## src/rtl/axi_pkg.sv

```systemverilog
// Shared helpers for the AXI ID-width converter blocks: width derivations
// used to size slot indices and per-slot transaction counters.
package axi_pkg;

  // MSB index of a field of width w, clamped so a zero-width request still
  // yields a legal one-bit vector.
  function automatic int unsigned iomsb(input int unsigned w);
    return (w > 0) ? w - 1 : 0;
  endfunction

  function automatic int unsigned idx_width(input int unsigned num_slots);
    return (num_slots > 1) ? $clog2(num_slots) : 1;
  endfunction

  function automatic int unsigned cnt_width(input int unsigned max_txns);
    return $clog2(max_txns + 1);
  endfunction

endpackage

```

## src/rtl/axi_id_restore_table.sv

```systemverilog
// Maps narrow master-port IDs back to the wide slave-port IDs they stand for.
// Optional illegal-operation checking: define AXI_ID_RESTORE_TABLE_CHECK_EN.
module axi_id_restore_table
  import axi_pkg::*;
#(
  parameter int unsigned InpIdWidth    = 4,
  parameter int unsigned MaxUniqInpIds = 4,
  parameter int unsigned MaxTxnsPerId  = 4,
  localparam int unsigned IdxWidth     = idx_width(MaxUniqInpIds),
  localparam int unsigned CntWidth     = cnt_width(MaxTxnsPerId)
) (
  input  logic                  clk_i,
  input  logic                  rst_ni,
  output logic                  full_o,
  output logic [IdxWidth-1:0]   free_oup_id_o,
  input  logic [InpIdWidth-1:0] exists_inp_id_i,
  output logic                  exists_o,
  output logic [IdxWidth-1:0]   exists_oup_id_o,
  output logic                  exists_full_o,
  input  logic                  push_i,
  input  logic [InpIdWidth-1:0] push_inp_id_i,
  input  logic [IdxWidth-1:0]   push_oup_id_i,
  input  logic                  pop_i,
  input  logic [IdxWidth-1:0]   pop_oup_id_i,
  output logic [InpIdWidth-1:0] pop_inp_id_o,
  output logic                  err_o
);

  localparam logic [CntWidth-1:0] CntMax = CntWidth'(MaxTxnsPerId);

  typedef struct packed {
    logic [iomsb(InpIdWidth):0] inp_id;
    logic [iomsb(CntWidth):0]   cnt;
  } entry_t;

  entry_t                   slot_reg [MaxUniqInpIds];
  logic [MaxUniqInpIds-1:0] in_use;
  logic [MaxUniqInpIds-1:0] match;
  logic [MaxUniqInpIds-1:0] match_full;

  generate
    for (genvar gi = 0; gi < MaxUniqInpIds; gi++) begin : g_slot
      logic push_hit;
      logic pop_hit;

      assign in_use[gi]     = (slot_reg[gi].cnt != '0);
      assign match[gi]      = in_use[gi] && (slot_reg[gi].inp_id == exists_inp_id_i);
      assign match_full[gi] = match[gi] && (slot_reg[gi].cnt == CntMax);
      assign push_hit       = push_i && (push_oup_id_i == IdxWidth'(gi));
      assign pop_hit        = pop_i && (pop_oup_id_i == IdxWidth'(gi));

      // A push and pop on the same slot cancel, so a count of 1 never
      // passes through 0 and the slot cannot be reallocated underneath.
      always_ff @(posedge clk_i or negedge rst_ni) begin
        if (!rst_ni) begin
          slot_reg[gi] <= '0;
        end else if (push_hit && !pop_hit) begin
          if (slot_reg[gi].cnt == '0) begin
            slot_reg[gi].inp_id <= push_inp_id_i;
          end
          if (slot_reg[gi].cnt != CntMax) begin
            slot_reg[gi].cnt <= slot_reg[gi].cnt + CntWidth'(1);
          end
        end else if (pop_hit && !push_hit && (slot_reg[gi].cnt != '0)) begin
          slot_reg[gi].cnt <= slot_reg[gi].cnt - CntWidth'(1);
        end
      end
    end
  endgenerate

  assign full_o        = &in_use;
  assign exists_o      = |match;
  assign exists_full_o = |match_full;

  // Lowest-index free slot.
  always_comb begin
    logic found;
    found         = 1'b0;
    free_oup_id_o = '0;
    for (int i = 0; i < MaxUniqInpIds; i++) begin
      if (!in_use[i] && !found) begin
        free_oup_id_o = IdxWidth'(i);
        found         = 1'b1;
      end
    end
  end

  // Match is one-hot by construction, so OR-ing indices encodes it.
  always_comb begin
    exists_oup_id_o = '0;
    for (int i = 0; i < MaxUniqInpIds; i++) begin
      if (match[i]) begin
        exists_oup_id_o = exists_oup_id_o | IdxWidth'(i);
      end
    end
  end

  always_comb begin
    pop_inp_id_o = '0;
    for (int i = 0; i < MaxUniqInpIds; i++) begin
      if (pop_oup_id_i == IdxWidth'(i)) begin
        pop_inp_id_o = slot_reg[i].inp_id;
      end
    end
  end

`ifdef AXI_ID_RESTORE_TABLE_CHECK_EN
  logic                  err_reg;
  logic                  err_next;
  logic [CntWidth-1:0]   push_cnt;
  logic [InpIdWidth-1:0] push_stored_id;
  logic [CntWidth-1:0]   pop_cnt;

  always_comb begin
    push_cnt       = '0;
    push_stored_id = '0;
    pop_cnt        = '0;
    for (int i = 0; i < MaxUniqInpIds; i++) begin
      if (push_oup_id_i == IdxWidth'(i)) begin
        push_cnt       = slot_reg[i].cnt;
        push_stored_id = slot_reg[i].inp_id;
      end
      if (pop_oup_id_i == IdxWidth'(i)) begin
        pop_cnt = slot_reg[i].cnt;
      end
    end
  end

  always_comb begin
    err_next = err_reg;
    if (push_i) begin
      if (push_cnt == CntMax) err_next = 1'b1;
      if ((push_cnt == '0) && full_o) err_next = 1'b1;
      if ((push_cnt != '0) && (push_stored_id != push_inp_id_i)) err_next = 1'b1;
    end
    if (pop_i && (pop_cnt == '0)) err_next = 1'b1;
  end

  always_ff @(posedge clk_i or negedge rst_ni) begin
    if (!rst_ni) err_reg <= 1'b0;
    else         err_reg <= err_next;
  end

  assign err_o = err_reg;
`else
  assign err_o = 1'b0;
`endif

endmodule

```

## config.mk

```make
export PLATFORM = sky130hd
export DESIGN_NAME = axi_id_restore_table
export DESIGN_NICKNAME = d
export VERILOG_FILES = /design/src/rtl/axi_pkg.sv /design/src/rtl/axi_id_restore_table.sv
export SDC_FILE = /design/constraint.sdc
export NUM_CORES = 1
export LEC_CHECK = 0
export BUFFER_PORTS_ARGS = -buffer_cell sky130_fd_sc_hd__buf_2
export CORE_ASPECT_RATIO = 0.9
export CORE_MARGIN = 5
export CORE_UTILIZATION = 57
export CTS_CLUSTER_DIAMETER = 120
export DETAILED_ROUTE_END_ITERATION = 16
export PLACE_DENSITY = 0.84
export SKIP_CTS_REPAIR_TIMING = 1
export SKIP_LAST_GASP = 1
export SLEW_MARGIN = 20
export SYNTH_ARGS = -nofsm -noshare
export SYNTH_HDL_FRONTEND = slang
export SYNTH_SLANG_ARGS = --single-unit
```

## constraint.sdc

```tcl
create_clock -name clk_i -period 1.8 [get_ports clk_i]
set_input_delay 0.09 -clock clk_i [delete_from_list [all_inputs] [get_ports clk_i]]
set_output_delay 0.09 -clock clk_i [all_outputs]
set_load 0.05 [all_outputs]
```

### Yosys cells after proc, flatten, opt, wreduce, memory -nomap -nowiden

Cells that the tools add are included.

* output and inout port bits: 12
* input port bits: 16
* word-level logic and storage cells: 132
* bits in registers: 28

* add/sub/neg operators: 8
* equal/unequal tests: 22
* reduce and logical (&&, ||, !) cells: 69
* multiplexer cells: 25

Operators by type and width (number)
* 2-to-1 mux 3 bit: 12
* logical AND 1 bit: 31
* == test 4 bit: 4
* 2-to-1 mux 4 bit: 4
* AND reduction 2 bit: 8
* logical NOT 1 bit: 13
* adder 3 x 1 -> 3 bit (second input constant): 4
* == test 3 bit (second input constant): 4
* logical NOT 3 bit: 4
* != test 3 bit (second input constant): 4
* nonzero test 3 bit: 4
* subtractor 3 x 1 -> 3 bit (second input constant): 4
* == test 2 bit (second input constant): 4
* 2-to-1 mux 2 bit: 4
* != test 2 x 1 -> 1 bit (second input constant): 4
* nonzero test 2 bit: 4
* OR reduction 4 bit: 2
* 2-to-1 mux 1 bit: 5
* == test 2 x 1 -> 1 bit (second input constant): 2
* logical NOT 2 bit: 2
* AND reduction 4 bit: 1

### Logic depth before layout (Yosys ltp)

Gate-level depths: netlist (run 1).

* depth in word-level cells: 10
* depth in mapped cells: 9
* mapped depth without buffers: 7

### Least setup slack after synthesis (run 1)

No wires, ideal clock.

* path kind: register -> output
* start point: register slot_reg[1] (netlist name)
* end point: output port free_oup_id_o[0]
* arrival: 1.814 ns
* slack: -0.104 ns
* stages on the path, launching flop included: 5
* buffers on the path: 1
* cell sequence: dfrtp_1 > clkbuf_1 > or3_1 > nand2b_1 > a21oi_1

* word-level cells in the longest chain between the ends: 4

RTL lines
* start: declaration: RTL line axi_id_restore_table.sv:36 `entry_t slot_reg [MaxUniqInpIds];`
* nonzero test 3 bit: RTL line axi_id_restore_table.sv:46 `assign in_use[gi] = (slot_reg[gi].cnt != '0);`
* logical NOT 1 bit: RTL line axi_id_restore_table.sv:81 `if (!in_use[i] && !found) begin`
* logical AND 1 bit: RTL line axi_id_restore_table.sv:81
* 2-to-1 mux 2 bit: RTL line axi_id_restore_table.sv:81
* end: declaration: RTL line axi_id_restore_table.sv:15 `output logic [IdxWidth-1:0] free_oup_id_o,`

No other way between the ends.

### Worst setup path in the final report (run 1)

* start point: register slot_reg[4] (netlist name)
* end point: output port exists_o

* word-level cells in the longest chain between the ends: 3

RTL lines
* == test 4 bit: RTL line axi_id_restore_table.sv:47 `assign match[gi] = in_use[gi] && (slot_reg[gi].inp_id == exists_inp_id_i);`
* logical AND 1 bit: RTL line axi_id_restore_table.sv:47
* OR reduction 4 bit: RTL line axi_id_restore_table.sv:72 `assign exists_o = |match;`
* end: declaration: RTL line axi_id_restore_table.sv:17 `output logic exists_o,`

No other way between the ends.

==> results.sh, run 1 <==
export IMPL_run_status="completed"
export IMPL_worstSkewPairLatency_ns=0.28
export IMPL_wirelength_mm=4.103
export IMPL_final_cell_mix="26 x dfrtp_1, 22 x buf_4, 21 x xor2_1, 19 x buf_2, 12 x mux2_2"
export IMPL_ys_types=47
export IMPL_final_common_cell="dfrtp_1"
export IMPL_cts_made_buffers=3
export IMPL_endpoint="exists_o"
export IMPL_grt_max_degree=29
export IMPL_num_antenna_cells=0
export IMPL_worst_slew_pin_transition_ns=0.6245
export IMPL_htree_levels=1
export IMPL_synth_area_um2=1949
export IMPL_end_kind="output port"
export IMPL_setup_tns_ns=0
export IMPL_antenna_found_initial=0
export IMPL_cp_cell_sequence="xor2_1 -> nor4_2 -> nand2_1 -> nand4_1 -> buf_6"
export IMPL_r2r_start="slot_reg[21]$_DFFE_PN0P_"
export IMPL_post_route_period_util=0.9896
export IMPL_dp_cells=262
export IMPL_grt_overflow=0
export IMPL_vdd_drop_max_mv=0.8945
export IMPL_grt_pass1_vias=1566
export IMPL_viasPerCell=5.601
export IMPL_hold_worst_slack_ns=0.08330
export IMPL_fmax_ghz=0.5614
export IMPL_syn_avg_cell_area_um2=10.89
export IMPL_port_buffers=26
export IMPL_fin_ws_ns=0.01881
export IMPL_synth_seq_cells=28
export IMPL_crit_start="slot_reg[4]$_DFFE_PN0P_"
export IMPL_vias=1501
export IMPL_power_density_nw_per_um2=1714
export IMPL_skew_ns=0.002801
export IMPL_die_x_um=71.65
export IMPL_required_ns=1.71
export IMPL_crit_reg2reg_capture="slot_reg[23]$_DFFE_PN0P_"
export IMPL_grt_usage=0.1933
export IMPL_num_rows=20
export IMPL_finalNetCount=245
export IMPL_syn_instance_count=179
export IMPL_io_pins=28
export IMPL_die_h_um=65.48
export IMPL_dp_slack_ns=0.05653
export IMPL_finalHoldViolations=0
export IMPL_area_growth_synth_to_final_pct=22.66
export IMPL_clkSlewWorstSetupHoldPaths_ns=0.10
export IMPL_start_kind="register"
export IMPL_dp_hpwl_mm=3.216
export IMPL_yosys_warnings=0
export IMPL_syn_nets=199
export IMPL_cts_sinks=28
export IMPL_setup_viol=0
export IMPL_largest_register_ffs=28
export IMPL_grt_first_pass_wirelength_mm=7.134
export IMPL_drt_wirelength_per_cell_um=15.31
export IMPL_relSlewSlack=0.5837
export IMPL_hold_class="in2reg"
export IMPL_seq_area_frac_synth=0.3594
export IMPL_cts_tree="built"
export IMPL_fin_cells=268
export IMPL_cts_root_buffer="clkbuf_8"
export IMPL_drc_errors=0
export IMPL_postRouteAntennaNets=0
export IMPL_fillers=238
export IMPL_regToRegSetupSlack_ns=0.14
export IMPL_crit_slowest_cell="dfrtp_1"
export IMPL_cts_buffer_depth=2
export IMPL_coreArea_um2=3328
export IMPL_drv_cap=0
export IMPL_cp_max_fo=3
export IMPL_multi_input_area_um2=1224
export IMPL_drtIter0Drc=39
export IMPL_min_period_ns=1.781
export IMPL_place_congestion=0.8281
export IMPL_rsz0062_at_grt="true"
export IMPL_worstSetupPathType="reg2out"
export IMPL_crit_path_max_incr_delay_ns=0.42
export IMPL_die_area_um2=4691
export IMPL_drt_pass1_iterations=4
export IMPL_worstPathArrival_ns=1.69
export IMPL_rr_worst_depth=5
export IMPL_p_leak_uw=0.001077
export IMPL_start_util=0.5857
export IMPL_final_layout_size_suffix_gt1_frac=0.3705
export IMPL_seq_area_um2=703.2
export IMPL_slew_violations=0
==> routing by layer <==
layer  track usage  vias up  wire length (um)
li1              -      733                 -
met1        0.2352      724              1769
met2        0.3440       34              2085
met3       0.04281       10               176
met4       0.05164        0                72
met5             0        -                 0
==> metrics by stage <==
step	instance area, um2	util	total power, uW
6_report	2391	0.7184	4099
4_1_cts	2305	0.6925	3926
3_3_place_gp	2233	0.6711	3344
2_1_floorplan	1956	-	2823
5_1_grt	2391	0.7184	4382
3_5_place_dp	2233	0.6711	3408
==> final cells by class <==
| cell class | instances | area share |
|---|---|---|
| clock buffers | 3 | 0.01727 |
| clock inverters | 1 | 0.01256 |
| inverters | 4 | 0.006279 |
| multi-input cells | 141 | 0.5118 |
| flip-flops and latches | 28 | 0.2941 |
| well taps | 44 | 0.02302 |
| repair buffers | 47 | 0.1350 |
==> cell usage after synthesis (all sizes together) <==
master,number,area share
nor3,3,0.0077
o2bb2ai,1,0.0045
fa,3,0.031
a32oi,1,0.0045
conb,1,0.0019
ha,1,0.0064
mux2i,8,0.041
nor2,12,0.031
mux2,16,0.10
or3b,1,0.0045
a211oi,2,0.0077
or3,4,0.013
and2,1,0.0045
o21ai,8,0.022
nand3,7,0.018
or2,1,0.0032
dfrtp,28,0.36
inv,4,0.0077
nand3b,3,0.012
xor2,21,0.094
nor2b,2,0.0064
nand4,2,0.0064
nor4b,1,0.0045
clkbuf,1,0.0019
a22o,2,0.0096
a311oi,1,0.0045
xnor2,4,0.022
mux4,4,0.054
nand2,8,0.017
nor3b,2,0.010
o22ai,2,0.0064
nand2b,5,0.016
nor4,5,0.016
buf,5,0.024
a21oi,7,0.018
and3b,1,0.0045
and2b,1,0.0039
==> worst max-delay path, delay by kind of cell (launching register included) <==
family                    cells  cell delay [ns]
xor gates and xnor gates      1             0.16
and+or+nand+nor               3             0.66
DFF                           1             0.42
buffers and inverters         1             0.17
==> worst min path at each step <==
stage	startpoint	to	slack, ns	cells after the start
2_1_floorplan	rst_ni	slot_reg[0]$_DFFE_PN0P_	-0.21	0
3_3_place_gp	rst_ni	slot_reg[23]$_DFFE_PN0P_	0.14	1
3_5_place_dp	rst_ni	slot_reg[23]$_DFFE_PN0P_	0.15	1
4_1_cts	rst_ni	slot_reg[23]$_DFFE_PN0P_	-0.16	1
5_1_grt	push_inp_id_i[3]	slot_reg[20]$_DFFE_PN0P_	0.08	2
6_report	push_inp_id_i[1]	slot_reg[18]$_DFFE_PN0P_	0.08	2
==> where the power goes <==
| group | total (uW) | switching (uW) | leakage, uW | internal [uW] |
|---|---|---|---|---|
| logic | 2340 | 1340 | 0.000700 | 1000 |
| registers | 1260 | 324 | 0.000341 | 932 |
| clock network | 507 | 209 | 0.0000357 | 298 |
| total | 4100 | 1870 | 0.00108 | 2230 |
==> cells by family after synthesis <==
logic type	Yosys count	share of synthesized area
flops	28	0.3594
compound gates	24	0.07766
buf+inv	10	0.03337
mux	28	0.1951
other cells	1	0.001924
simple gates	59	0.1791
fa+ha+maj	4	0.03723
xor+xnor	25	0.1162
No activity file was read; power rests on OpenSTA's default activity.
==> run 2: changes to the inputs <==
Settings changed: BUFFER_PORTS_ARGS -buffer_cell sky130_fd_sc_hd__buf_2 to default, CORE_UTILIZATION 57 to 60, CTS_CLUSTER_SIZE from default to 10, DONT_BUFFER_PORTS from default to 1, PLACE_DENSITY 0.84 to 0.81.
==> run 2 against run 1 <==
The flow now finishes with violations (setup timing). Combinational power is 3% higher. Largest power group unchanged. Core utilization is 3.5 points higher. Largest cell class unchanged. Power is 0.68% higher. Clock skew is 0.012 ns higher. Global-route usage is 1.4 points higher. Die area is 4.3% lower. Critical path type unchanged. Clock power is 18% lower.
==> results.sh, run 2 (synthesis gave the netlist of run 1 again) <==
export IMPL_start_util=0.6308
export IMPL_regToRegSetupSlack_ns=0.09
export IMPL_crit_slowest_cell="dfrtp_1"
export IMPL_post_route_period_util=1.045
export IMPL_vias=1483
export IMPL_final_area_um2=2328
export IMPL_crit_path_max_incr_delay_ns=0.44
export IMPL_die_h_um=64.08
export IMPL_htree_levels=1
export IMPL_path_delay_family="simple AND/OR/NAND/NOR gates"
export IMPL_coreArea_um2=3090
export IMPL_dp_slack_ns=0.06495
export IMPL_postRouteAntennaNets=0
export IMPL_cts_sinks=28
export IMPL_fillers=191
export IMPL_num_antenna_cells=0
export IMPL_fin_ws_ns=-0.08180
export IMPL_vdd_drop_max_mv=1.197
export IMPL_p_int_uw=2204
export IMPL_largest_register_ffs=28
export IMPL_rsz0062_at_grt="true"
export IMPL_cts_root_buffer="clkbuf_4"
export IMPL_final_layout_size_suffix_gt1_frac=0.3284
export IMPL_power_switching_uw=1923
export IMPL_drc_errors=0
export IMPL_end_kind="output port"
export IMPL_seqPwrFrac=0.312
export IMPL_grt_pass1_vias=1575
export IMPL_viasPerCell=6.028
export IMPL_finalNetCount=225
export IMPL_fmax_ghz=0.5314
export IMPL_power_density_nw_per_um2=1772
export IMPL_slew_violations=0
export IMPL_p_leak_uw=0.0009995
export IMPL_grt_overflow=0
export IMPL_setup_viol=3
export IMPL_r2r_start="slot_reg[7]$_DFFE_PN0P_"
export IMPL_violations="setup timing"
export IMPL_final_common_cell="dfrtp_1"
export IMPL_cts_made_buffers=3
export IMPL_drt_pass1_iterations=4
export IMPL_crit_reg2reg_capture="slot_reg[9]$_DFFE_PN0P_"
export IMPL_wirelength_mm=4.474
export IMPL_worstSetupPathType="reg2out"
export IMPL_finalPower_uw=4127
export IMPL_die_x_um=70.08
export IMPL_run_status="finished, violations left"
export IMPL_finalHoldViolations=0
export IMPL_area_growth_synth_to_final_pct=19.45
export IMPL_dp_hpwl_mm=3.433
export IMPL_io_pins=28
export IMPL_relSlewSlack=0.6609
export IMPL_drv_cap=0
export IMPL_skew_ns=0.01445
export IMPL_hold_worst_slack_ns=0.1480
export IMPL_cp_cell_sequence="xor2_1 -> nor4_2 -> nand3_1 -> nand4_1 -> buf_6"
export IMPL_min_period_ns=1.882
export IMPL_cp_depth=5
export IMPL_grt_usage=0.2071
export IMPL_worstSkewPairLatency_ns=0.35
export IMPL_start_kind="register"
export IMPL_worst_slew_pin_transition_ns=0.5109
export IMPL_cts_buffer_depth=2
export IMPL_drtIter0Drc=103
export IMPL_crit_buf_inv=1
export IMPL_port_buffers=0
export IMPL_place_congestion=0.8508
export IMPL_final_cell_mix="22 x dfrtp_1, 21 x xor2_1, 15 x buf_4, 12 x mux2_2, 11 x nor2_1"
export IMPL_switching_share=0.4660
export IMPL_place_area_um2=2078
export IMPL_worstPathArrival_ns=1.79
export IMPL_cp_max_fo=3
export IMPL_rr_worst_depth=5
export IMPL_required_ns=1.71
export IMPL_combPwrFrac=0.586
export IMPL_num_rows=19
export IMPL_die_area_um2=4490
export IMPL_drt_wirelength_per_cell_um=18.19
export IMPL_grt_first_pass_wirelength_mm=7.452
export IMPL_clkSlewWorstSetupHoldPaths_ns=0.16
export IMPL_cts_tree="built"
export IMPL_antenna_found_initial=0
export IMPL_hold_class="in2async"
export IMPL_grt_max_degree=29
export IMPL_pwr_share_clk=0.101
## run 2: changes by cell type in the layout (fill, tap and decap cells not counted), moves of 3 or more
cell,previous run,this run
dfrtp_1,26,22
dlygate4sd3_1,1,5
buf_4,22,15
clkbuf_8,3,0
dfrtp_2,2,6
buf_2,19,0
## run 2: worst reg2reg max path: stages (launching register included)
cell and delay (ns):
dfrtp_2 0.45, buf_4 0.15, fa_1 0.48, nor4b_1 0.33, a211oi_1 0.10, a21oi_1 0.13
## run 2: layer usage
layer	global-route usage	wire (um)
met1	0.2340	1735
met2	0.3915	2429
met3	0.06113	255
met4	0.03589	54
met5	0	0
## run 2: how the worst max path moves through the flow
stage | slack (ns) | start | to
global route | -0.18 | slot_reg[13]$_DFFE_PN0P_ | exists_full_o
global placement | 0.11 | slot_reg[13]$_DFFE_PN0P_ | exists_full_o
floorplan | 0.05 | pop_oup_id_i[1] | slot_reg[16]$_DFFE_PN0P_
CTS | -0.34 | slot_reg[13]$_DFFE_PN0P_ | exists_full_o
finish | -0.08 | slot_reg[11]$_DFFE_PN0P_ | exists_full_o
detailed placement | 0.06 | slot_reg[13]$_DFFE_PN0P_ | exists_full_o
## run 2: area by class of cell
type	count	area (um2)	area share
Timing Repair Buffer	27	250.2	0.1075
Inverter	4	15.01	0.006448
Sequential cell	28	708.2	0.3041
Clock buffer	3	22.52	0.009672
Multi-Input combinational cell	141	1250	0.5368
Clock inverter	1	30.03	0.01290
Tap cell	42	52.55	0.02257
## run 2: stage by stage
stage,instances,TNS (ns),utilization
final,246,-0.1981,0.7534
after floorplan,179,0,-
after detailed placement,231,0,0.6725
after global placement,231,0,0.6725
after global routing,246,-0.7323,0.7534
after CTS,235,-1.211,0.6895
## run 2: power by group through the flow
| stage | Combinational (uW) | Sequential, uW | Clock (uW) |
|---|---|---|---|
| global placement | 1990 | 1270 | 0 |
| detailed placement | 2090 | 1300 | 0 |
| floorplan | 1620 | 1200 | 0 |
| finish | 2420 | 1290 | 418 |
| global route | 2600 | 1340 | 465 |
| CTS | 2090 | 1280 | 428 |
==> run 3: changes to the inputs <==
Settings changed: CORE_ASPECT_RATIO 0.9 to default, CORE_UTILIZATION 60 to 63, CTS_CLUSTER_DIAMETER 120 to default, PLACE_DENSITY 0.81 to 0.84.
==> run 3 against run 2 <==
Critical path type unchanged. Largest power group unchanged. The run still ends with setup timing left. Maximum frequency grew 1.9%. Via count increased by 2.8%. Wire length increased by 3.5%. Worst setup slack gained 0.036 ns. Global-route usage is 0.53 points higher.
==> results.sh, run 3 (synthesis gave the netlist of run 1 again) <==
export IMPL_drv_cap=0
export IMPL_cp_cell_sequence="xor2_1 -> nor4_2 -> buf_4 -> nand3_1 -> nand4_1 -> buf_6"
export IMPL_wirelength_mm=4.631
export IMPL_cts_sinks=28
export IMPL_worstSkewPairLatency_ns=0.34
export IMPL_cts_made_buffers=3
export IMPL_final_cell_mix="25 x dfrtp_1, 20 x xor2_1, 17 x buf_4, 12 x mux2_2, 11 x nor2_1"
export IMPL_start_util=0.6492
export IMPL_place_congestion=0.8701
export IMPL_finalPower_uw=4048
export IMPL_relSlewSlack=0.6481
export IMPL_path_delay_family="simple AND/OR/NAND/NOR gates"
export IMPL_rsz0062_at_grt="true"
export IMPL_required_ns=1.71
export IMPL_crit_buf_inv=2
export IMPL_grt_busiest_layer="met2"
export IMPL_cp_max_fo=3
export IMPL_dp_cells=222
export IMPL_setup_viol=2
export IMPL_drt_pass1_iterations=4
export IMPL_num_rows=20
export IMPL_vias=1524
export IMPL_finalNetCount=227
export IMPL_seqPwrFrac=0.315
export IMPL_cts_tree="built"
export IMPL_gr_usage_met2=0.3730
export IMPL_skew_ns=0.01145
export IMPL_final_layout_size_suffix_gt1_frac=0.3155
export IMPL_grt_first_pass_wirelength_mm=6.934
export IMPL_worstSetupPathType="reg2out"
export IMPL_fmax_ghz=0.5417
export IMPL_grt_usage=0.2124
export IMPL_area_growth_synth_to_final_pct=18.55
export IMPL_die_area_um2=4307
export IMPL_grt_use_met3=0.06325
export IMPL_post_route_period_util=1.026
export IMPL_violations="setup timing"
export IMPL_drt_wirelength_per_cell_um=19.38
export IMPL_final_common_cell="dfrtp_1"
export IMPL_min_period_ns=1.846
export IMPL_largest_register_ffs=28
export IMPL_htree_levels=1
export IMPL_coreArea_um2=3003
export IMPL_pwr_share_clk=0.078
export IMPL_dp_hpwl_mm=3.306
export IMPL_met1_usage=0.2392
export IMPL_switching_share=0.4798
export IMPL_combPwrFrac=0.607
export IMPL_viasPerCell=6.377
export IMPL_antenna_found_initial=0
export IMPL_grt_overflow=0
export IMPL_end_kind="output port"
export IMPL_grt_pass1_vias=1515
export IMPL_place_area_um2=2067
export IMPL_cts_buffer_depth=2
export IMPL_fin_ws_ns=-0.04612
export IMPL_drtIter0Drc=147
export IMPL_fin_cells=239
export IMPL_cts_root_buffer="clkbuf_4"
export IMPL_power_density_nw_per_um2=1752
export IMPL_p_leak_uw=0.0009988
export IMPL_io_pins=28
export IMPL_dp_slack_ns=0.02482
export IMPL_num_antenna_cells=0
export IMPL_vdd_drop_max_mv=0.7802
export IMPL_p_int_uw=2106
export IMPL_port_buffers=0
export IMPL_postRouteAntennaNets=0
export IMPL_hold_class="in2reg"
export IMPL_clkSlewWorstSetupHoldPaths_ns=0.16
export IMPL_die_x_um=65.63
export IMPL_setup_tns_ns=-0.07315
export IMPL_worstPathArrival_ns=1.76
export IMPL_run_status="finished, violations left"
export IMPL_worst_slew_pin_transition_ns=0.5301
export IMPL_crit_path_max_incr_delay_ns=0.44
export IMPL_crit_slowest_cell="dfrtp_1"
export IMPL_slew_violations=0
export IMPL_seq_area_um2=704.4
export IMPL_final_area_um2=2311
export IMPL_power_switching_uw=1942
export IMPL_drc_errors=0
export IMPL_start_kind="register"
export IMPL_die_h_um=65.63
export IMPL_grt_max_degree=29
export IMPL_fillers=195
export IMPL_multi_input_area_um2=1249
export IMPL_finalHoldViolations=0
run 3: final timing paths:
path | to | slack [ns] | cells after the start | start
worst min-delay path | slot_reg[21]$_DFFE_PN0P_ | 0.08 | 3 | push_oup_id_i[0]
worst max-delay path | exists_full_o | -0.05 | 6 | slot_reg[18]$_DFFE_PN0P_
min in group asynchronous | slot_reg[21]$_DFFE_PN0P_ | 0.16 | 2 | rst_ni
max in group asynchronous | slot_reg[2]$_DFFE_PN0P_ | 1.45 | 2 | rst_ni
worst max register to register | slot_reg[9]$_DFFE_PN0P_ | 0.11 | 5 | slot_reg[7]$_DFFE_PN0P_
worst min register to register | slot_reg[26]$_DFFE_PN0P_ | 0.57 | 1 | slot_reg[26]$_DFFE_PN0P_
run 3: power by group through the flow:
stage,Clock (uW),Sequential (uW),Combinational (uW)
6_report,317,1270,2460
5_1_grt,347,1320,2610
4_1_cts,320,1260,2100
3_5_place_dp,0,1270,2090
3_3_place_gp,0,1240,2010
2_1_floorplan,0,1200,1620
run 3: through the flow:
| step | utilization | hold WS [ns] |
|---|---|---|
| final | 0.7696 | 0.08194 |
| after global routing | 0.7696 | 0.1051 |
| after CTS | 0.7004 | -0.5813 |
| after detailed placement | 0.6883 | -0.2049 |
| after global placement | 0.6883 | -0.2047 |
| after floorplan | - | -0.2056 |
run 3: routing by layer:
| metal | vias up | part of all wire |
|---|---|---|
| met5 | - | 0 |
| met2 | 65 | 0.51 |
| li1 | 700 | - |
| met3 | 21 | 0.068 |
| met1 | 738 | 0.38 |
| met4 | 0 | 0.041 |
run 3: worst min-delay path, delay by kind of cell:
family	cells	cell delay (ns)
xor+xnor	1	0.19
simple gates	1	0.05
mux	1	0.07
run 3: final cells by class:
class / count / area share
timing repair buffer: 29 / 0.1148
clock buffer: 4 / 0.01570
sequential: 28 / 0.3048
multi-input combinational: 141 / 0.5403
inverter: 4 / 0.006497
tap: 33 / 0.01787
